<file path="config.mk">
export PLATFORM = sky130hd
export DESIGN_NAME = iter_multiplier
export DESIGN_NICKNAME = d
export VERILOG_FILES = /design/src/rtl/mul_pkg.sv /design/src/rtl/mul_step.sv /design/src/rtl/iter_multiplier.sv
export SDC_FILE = /design/constraint.sdc
export NUM_CORES = 1
export LEC_CHECK = 0
export CAP_MARGIN = 20
export CORE_MARGIN = 2
export CORE_UTILIZATION = 55
export DETAILED_ROUTE_END_ITERATION = 12
export GPL_TIMING_DRIVEN = 0
export HOLD_SLACK_MARGIN = 0.12
export PLACE_DENSITY = 0.77
export SYNTH_ARGS = -nofsm -noshare
export SYNTH_HDL_FRONTEND = slang
export SYNTH_HIERARCHICAL = 1
export SYNTH_SLANG_ARGS = --single-unit
</file>
<file path="constraint.sdc">
create_clock -name CLK -period 9.4 [get_ports CLK]
set_input_delay 1.88 -clock CLK [delete_from_list [all_inputs] [get_ports CLK]]
set_output_delay 1.88 -clock CLK [all_outputs]
set_load 0.01 [all_outputs]
</file>
<file path="src/rtl/mul_pkg.sv">
// Shared encodings for the iterative RV32M multiplier.
package mul_pkg;

    localparam logic [1:0] MUL_OP_MUL    = 2'b00;
    localparam logic [1:0] MUL_OP_MULH   = 2'b01;
    localparam logic [1:0] MUL_OP_MULHSU = 2'b10;
    localparam logic [1:0] MUL_OP_MULHU  = 2'b11;

    typedef enum logic [1:0] {
        IDLE = 2'd0,
        RUN  = 2'd1,
        DONE = 2'd2
    } mul_state_e;

endpackage

</file>
<file path="src/rtl/mul_step.sv">
// One shift-add iteration: XLEN x BITS_PER_CYC partial product added into the accumulator.
module mul_step #(
    parameter int unsigned XLEN         = 32,
    parameter int unsigned BITS_PER_CYC = 1,
    parameter int unsigned CW           = 5
) (
    input  logic [XLEN-1:0]         mag_a,
    input  logic [BITS_PER_CYC-1:0] b_bits,
    input  logic [CW-1:0]           cnt,
    input  logic [2*XLEN-1:0]       acc_in,
    output logic [2*XLEN-1:0]       acc_out
);

    localparam int unsigned PW = XLEN + BITS_PER_CYC;
    localparam int unsigned SW = $clog2(2 * XLEN);

    logic [PW-1:0] pp;
    logic [SW-1:0] shamt;

    // Shift never exceeds XLEN-BITS_PER_CYC, so the shifted product always fits in 2*XLEN.
    always_comb begin
        pp      = PW'(mag_a) * PW'(b_bits);
        shamt   = SW'(cnt) * SW'(BITS_PER_CYC);
        acc_out = acc_in + ((2 * XLEN)'(pp) << shamt);
    end

endmodule

</file>
<file path="src/rtl/iter_multiplier.sv">
// Iterative shift-add multiplier for MUL/MULH/MULHSU/MULHU with valid/ready and flush.
module iter_multiplier
    import mul_pkg::*;
#(
    parameter int unsigned XLEN         = 32,
    parameter int unsigned BITS_PER_CYC = 1
) (
    input  logic            CLK,
    input  logic            RSTn,
    input  logic            in_valid,
    output logic            in_ready,
    input  logic [1:0]      op,
    input  logic [XLEN-1:0] in_a,
    input  logic [XLEN-1:0] in_b,
    input  logic            flush,
    output logic            out_valid,
    input  logic            out_ready,
    output logic [XLEN-1:0] res,
    output logic            busy
);

    localparam int unsigned N  = XLEN / BITS_PER_CYC;
    localparam int unsigned CW = (N > 1) ? $clog2(N) : 1;

    mul_state_e        state;
    logic [XLEN-1:0]   mag_a;
    logic [XLEN-1:0]   mag_b;
    logic              neg;
    logic              hi_sel;
    logic [2*XLEN-1:0] acc;
    logic [CW-1:0]     cnt;

    logic              sign_a;
    logic              sign_b;
    logic [2*XLEN-1:0] acc_next;
    logic [2*XLEN-1:0] prod;

    // Operand signedness by op, and sign fix-up of the final accumulator.
    always_comb begin
        sign_a = ((op == MUL_OP_MULH) || (op == MUL_OP_MULHSU)) && in_a[XLEN-1];
        sign_b = (op == MUL_OP_MULH) && in_b[XLEN-1];
        prod   = neg ? -acc_next : acc_next;
    end

    mul_step #(
        .XLEN        (XLEN),
        .BITS_PER_CYC(BITS_PER_CYC),
        .CW          (CW)
    ) u_step (
        .mag_a  (mag_a),
        .b_bits (mag_b[BITS_PER_CYC-1:0]),
        .cnt    (cnt),
        .acc_in (acc),
        .acc_out(acc_next)
    );

    always_ff @(posedge CLK) begin
        if (!RSTn) begin
            state     <= IDLE;
            in_ready  <= 1'b1;
            out_valid <= 1'b0;
            busy      <= 1'b0;
            res       <= '0;
            acc       <= '0;
            cnt       <= '0;
            neg       <= 1'b0;
            hi_sel    <= 1'b0;
            mag_a     <= '0;
            mag_b     <= '0;
        end else begin
            case (state)
                IDLE: begin
                    if (in_valid && !flush) begin
                        mag_a    <= sign_a ? -in_a : in_a;
                        mag_b    <= sign_b ? -in_b : in_b;
                        neg      <= sign_a ^ sign_b;
                        hi_sel   <= (op != MUL_OP_MUL);
                        acc      <= '0;
                        cnt      <= '0;
                        state    <= RUN;
                        in_ready <= 1'b0;
                        busy     <= 1'b1;
                    end
                end
                RUN: begin
                    if (flush) begin
                        state    <= IDLE;
                        in_ready <= 1'b1;
                        busy     <= 1'b0;
                    end else begin
                        acc   <= acc_next;
                        mag_b <= mag_b >> BITS_PER_CYC;
                        cnt   <= cnt + CW'(1);
                        if (cnt == CW'(N - 1)) begin
                            state     <= DONE;
                            out_valid <= 1'b1;
                            res       <= hi_sel ? prod[2*XLEN-1:XLEN] : prod[XLEN-1:0];
                        end
                    end
                end
                DONE: begin
                    // flush and a taken result both end the operation; flush just drops it
                    if (flush || out_ready) begin
                        state     <= IDLE;
                        out_valid <= 1'b0;
                        in_ready  <= 1'b1;
                        busy      <= 1'b0;
                    end
                end
                default: begin
                    state     <= IDLE;
                    in_ready  <= 1'b1;
                    out_valid <= 1'b0;
                    busy      <= 1'b0;
                end
            endcase
        end
    end

endmodule
</file>
==> impl_metrics.env <==
export IMPL_irDropWorstVdd_uv=132
export IMPL_cp_start_kind="register"
export IMPL_io_pins=106
export IMPL_cts_sinks=172
export IMPL_period_share_pct=91.4
export IMPL_endpoint_kind="register"
export IMPL_power_density_nw_per_um2=112
export IMPL_start_util_pct=55.8
export IMPL_hold_class="register to register"
export IMPL_finalNetCount=2440
export IMPL_cts_made_buffers=17
export IMPL_crit_fanout=10
export IMPL_final_setup_skew_ps=18.8
export IMPL_ys_seq_area_share_pct=22.2
export IMPL_worst_endpoint_required_ps=9710
export IMPL_fp_dieW_um=172
export IMPL_avgSynthCellArea_um2=7.14
export IMPL_synth_edf_count=0
export IMPL_synth_cells=2173
export IMPL_wl_mm=60.3
export IMPL_chipHeight_um=172
export IMPL_grt_pass1_wl_mm=90.6
export IMPL_grt_pass1_vias=16200
export IMPL_setup_viol=0
export IMPL_grtUsageTotal_pct=39.9
export IMPL_cts_resized=0
export IMPL_grt_max_degree=17
export IMPL_async_flop_share_pct=0
export IMPL_syn2layout_area_growth_pct=13.4
export IMPL_drc_errors=0
export IMPL_path_clk_slew_ps=70
export IMPL_drtAntennaViolNets=0
export IMPL_status="complete, no violations"
export IMPL_cts_tree="yes"
export IMPL_antenna_found_initial=0
export IMPL_viasPerCell=6.63
export IMPL_p_leak_nw=6.95
export IMPL_synthFlopType="dfxtp_1"
export IMPL_synth_cell_types=89
export IMPL_rsz0062_at_grt="false"
export IMPL_diodes=0
export IMPL_synth_area_leaders="dfxtp_1, a21oi_1, nor2_1"
export IMPL_max_freq_ghz=0.116
export IMPL_synth_top_area_share_pct=22.2
export IMPL_hold_ws_ps=459
export IMPL_syn_area_um2=15500
export IMPL_routedWlPerCell_um=22.4
export IMPL_drt_iter0_drc=2137
export IMPL_drv_slew=0
export IMPL_arrival_ps=8910
export IMPL_die_area_um2=29600
export IMPL_fin_setup_tns_ps=0
export IMPL_port_buffers=105
export IMPL_hpwl_mm=47.6
export IMPL_htreeDepth=4
export IMPL_routabilityCongestion=1.01
export IMPL_clock_latency_ps=460
export IMPL_finalHoldViolCount=0
export IMPL_rows=61
export IMPL_path_class="register to register"
export IMPL_clk_path_buf_depth=2
export IMPL_worst_pin_slew_ps=1220
export IMPL_synth_warning_count=6
export IMPL_root_buffer="clkbuf_16"
export IMPL_grt_overflow=0
export IMPL_syn_nets=2315
export IMPL_postCtsSetupRepairBufs=0
export IMPL_synth_top_cell_by_area="dfxtp_1"
export IMPL_drive_gt1_share_pct=4.54
export IMPL_routed_via_count=17800
export IMPL_first_pass_iters=8
export IMPL_ys_ff_latch=172
export IMPL_slew_headroom_pct=18.0
export IMPL_cap_viol_max_count=0
export IMPL_core_um2=27800
export IMPL_fin_crit_ps=8600
export IMPL_ctsHoldBuffers=0
## report_power, final
group	internal (W)	switching [W]	leakage, nW
sequential	0.000754	0.0000191	1.40
clock	0.000357	0.000343	0.267
combinational	0.000178	0.000320	5.28
total	0.00129	0.000682	6.95
## registers in the layout, indices dropped and copies added (netlist names), 2 cells and up
register  cells
acc          64
mag_a        32
mag_b        32
res          32
cnt           5
state         2
## cell type report
class	count	area, um2
fill	2620	10200
timing repair buffer	106	1060
clock inverter	11	85.1
multi-input combinational	1796	11300
sequential	172	3440
buffer	170	669
tap	378	473
clock buffer	21	460
inverter	35	131
## layout by cell type (no fill, tap or decap), drive strengths merged, types with 49 or more instances in the layout
cell / count
nor2: 262
a21oi: 229
nand2: 190
dfxtp: 172
clkbuf: 168
o21ai: 155
clkdlybuf4s50: 105
xnor2: 76
ha: 70
and3: 70
xor2: 69
nor3: 63
mux2i: 61
nand3: 49
## synth_stat cells (29+ instances only)
cell type and n:
nor2_1 262, a21oi_1 228, nand2_1 190, dfxtp_1 172
o21ai_0 153, clkbuf_1 146, xnor2_1 76, ha_1 70
and3_1 69, xor2_1 69, nor3_1 63, mux2i_1 61
nand3_1 49, a211oi_1 36, a31oi_1 34, inv_1 31
a21o_1 30, nand4_1 29
## cell families after synthesis
group | Yosys count | share of synthesized area, %
compound gates | 682 | 27.7
xor+xnor | 145 | 8.19
fa+ha+maj | 71 | 5.77
buf+inv | 205 | 5.16
flops | 172 | 22.2
mux | 83 | 5.68
simple gates | 815 | 25.3
## critical path, cell delays in order (launching register included)
cell and delay (ps):
dfxtp_1 420, clkbuf_1 420, buf_1 610, mux2i_1 380
a211oi_1 120, o21ai_0 550, nor2_1 140, ha_1 360
a21oi_1 260, o21ai_0 190, o22ai_1 380, a21oi_1 230
a31oi_1 270, o21ai_0 210, a21oi_1 400, o21ai_0 190
a21oi_1 220, xnor2_1 360, or4_4 620, or4_4 530
nor4_2 760, nand4b_1 230, mux2i_1 440, o22ai_1 150
## path summary, 6_finish.rpt
kind | from | endpoint | slack (ps) | cells past startpoint
worst max-delay path | cnt[0]$_SDFFE_PN0P_ | res[15]$_SDFFE_PN0P_ | 800 | 23
worst min register to register | mag_b[27]$_SDFFE_PN0P_ | mag_b[27]$_SDFFE_PN0P_ | 460 | 2
worst max register to register | cnt[0]$_SDFFE_PN0P_ | res[15]$_SDFFE_PN0P_ | 800 | 23
worst min-delay path | mag_b[27]$_SDFFE_PN0P_ | mag_b[27]$_SDFFE_PN0P_ | 460 | 2
## per-layer routing
layer	global-route usage, %	vias to the layer above	share of wire [%]
met5	0	-	0
met4	23.5	0	5.7
met3	7.85	194	10
met2	63.2	1059	44
met1	50.4	8326	40
li1	-	8239	-
## through the flow
stage / cell area [um2] / util [%] / std cells / setup slack [ps] / power [W]
finish: 17600 / 63.3 / 2689 / 804 / 0.00197
detailed placement: 17000 / 61.4 / 2656 / 1190 / 0.00127
global route: 17600 / 63.3 / 2689 / 520 / 0.00203
floorplan: 15500 / - / 2173 / 2720 / 0.00109
CTS: 17600 / 63.3 / 2688 / 1160 / 0.00194
global placement: 17000 / 61.3 / 2656 / 724 / 0.00126
No activity file was read; power rests on OpenSTA's default activity.
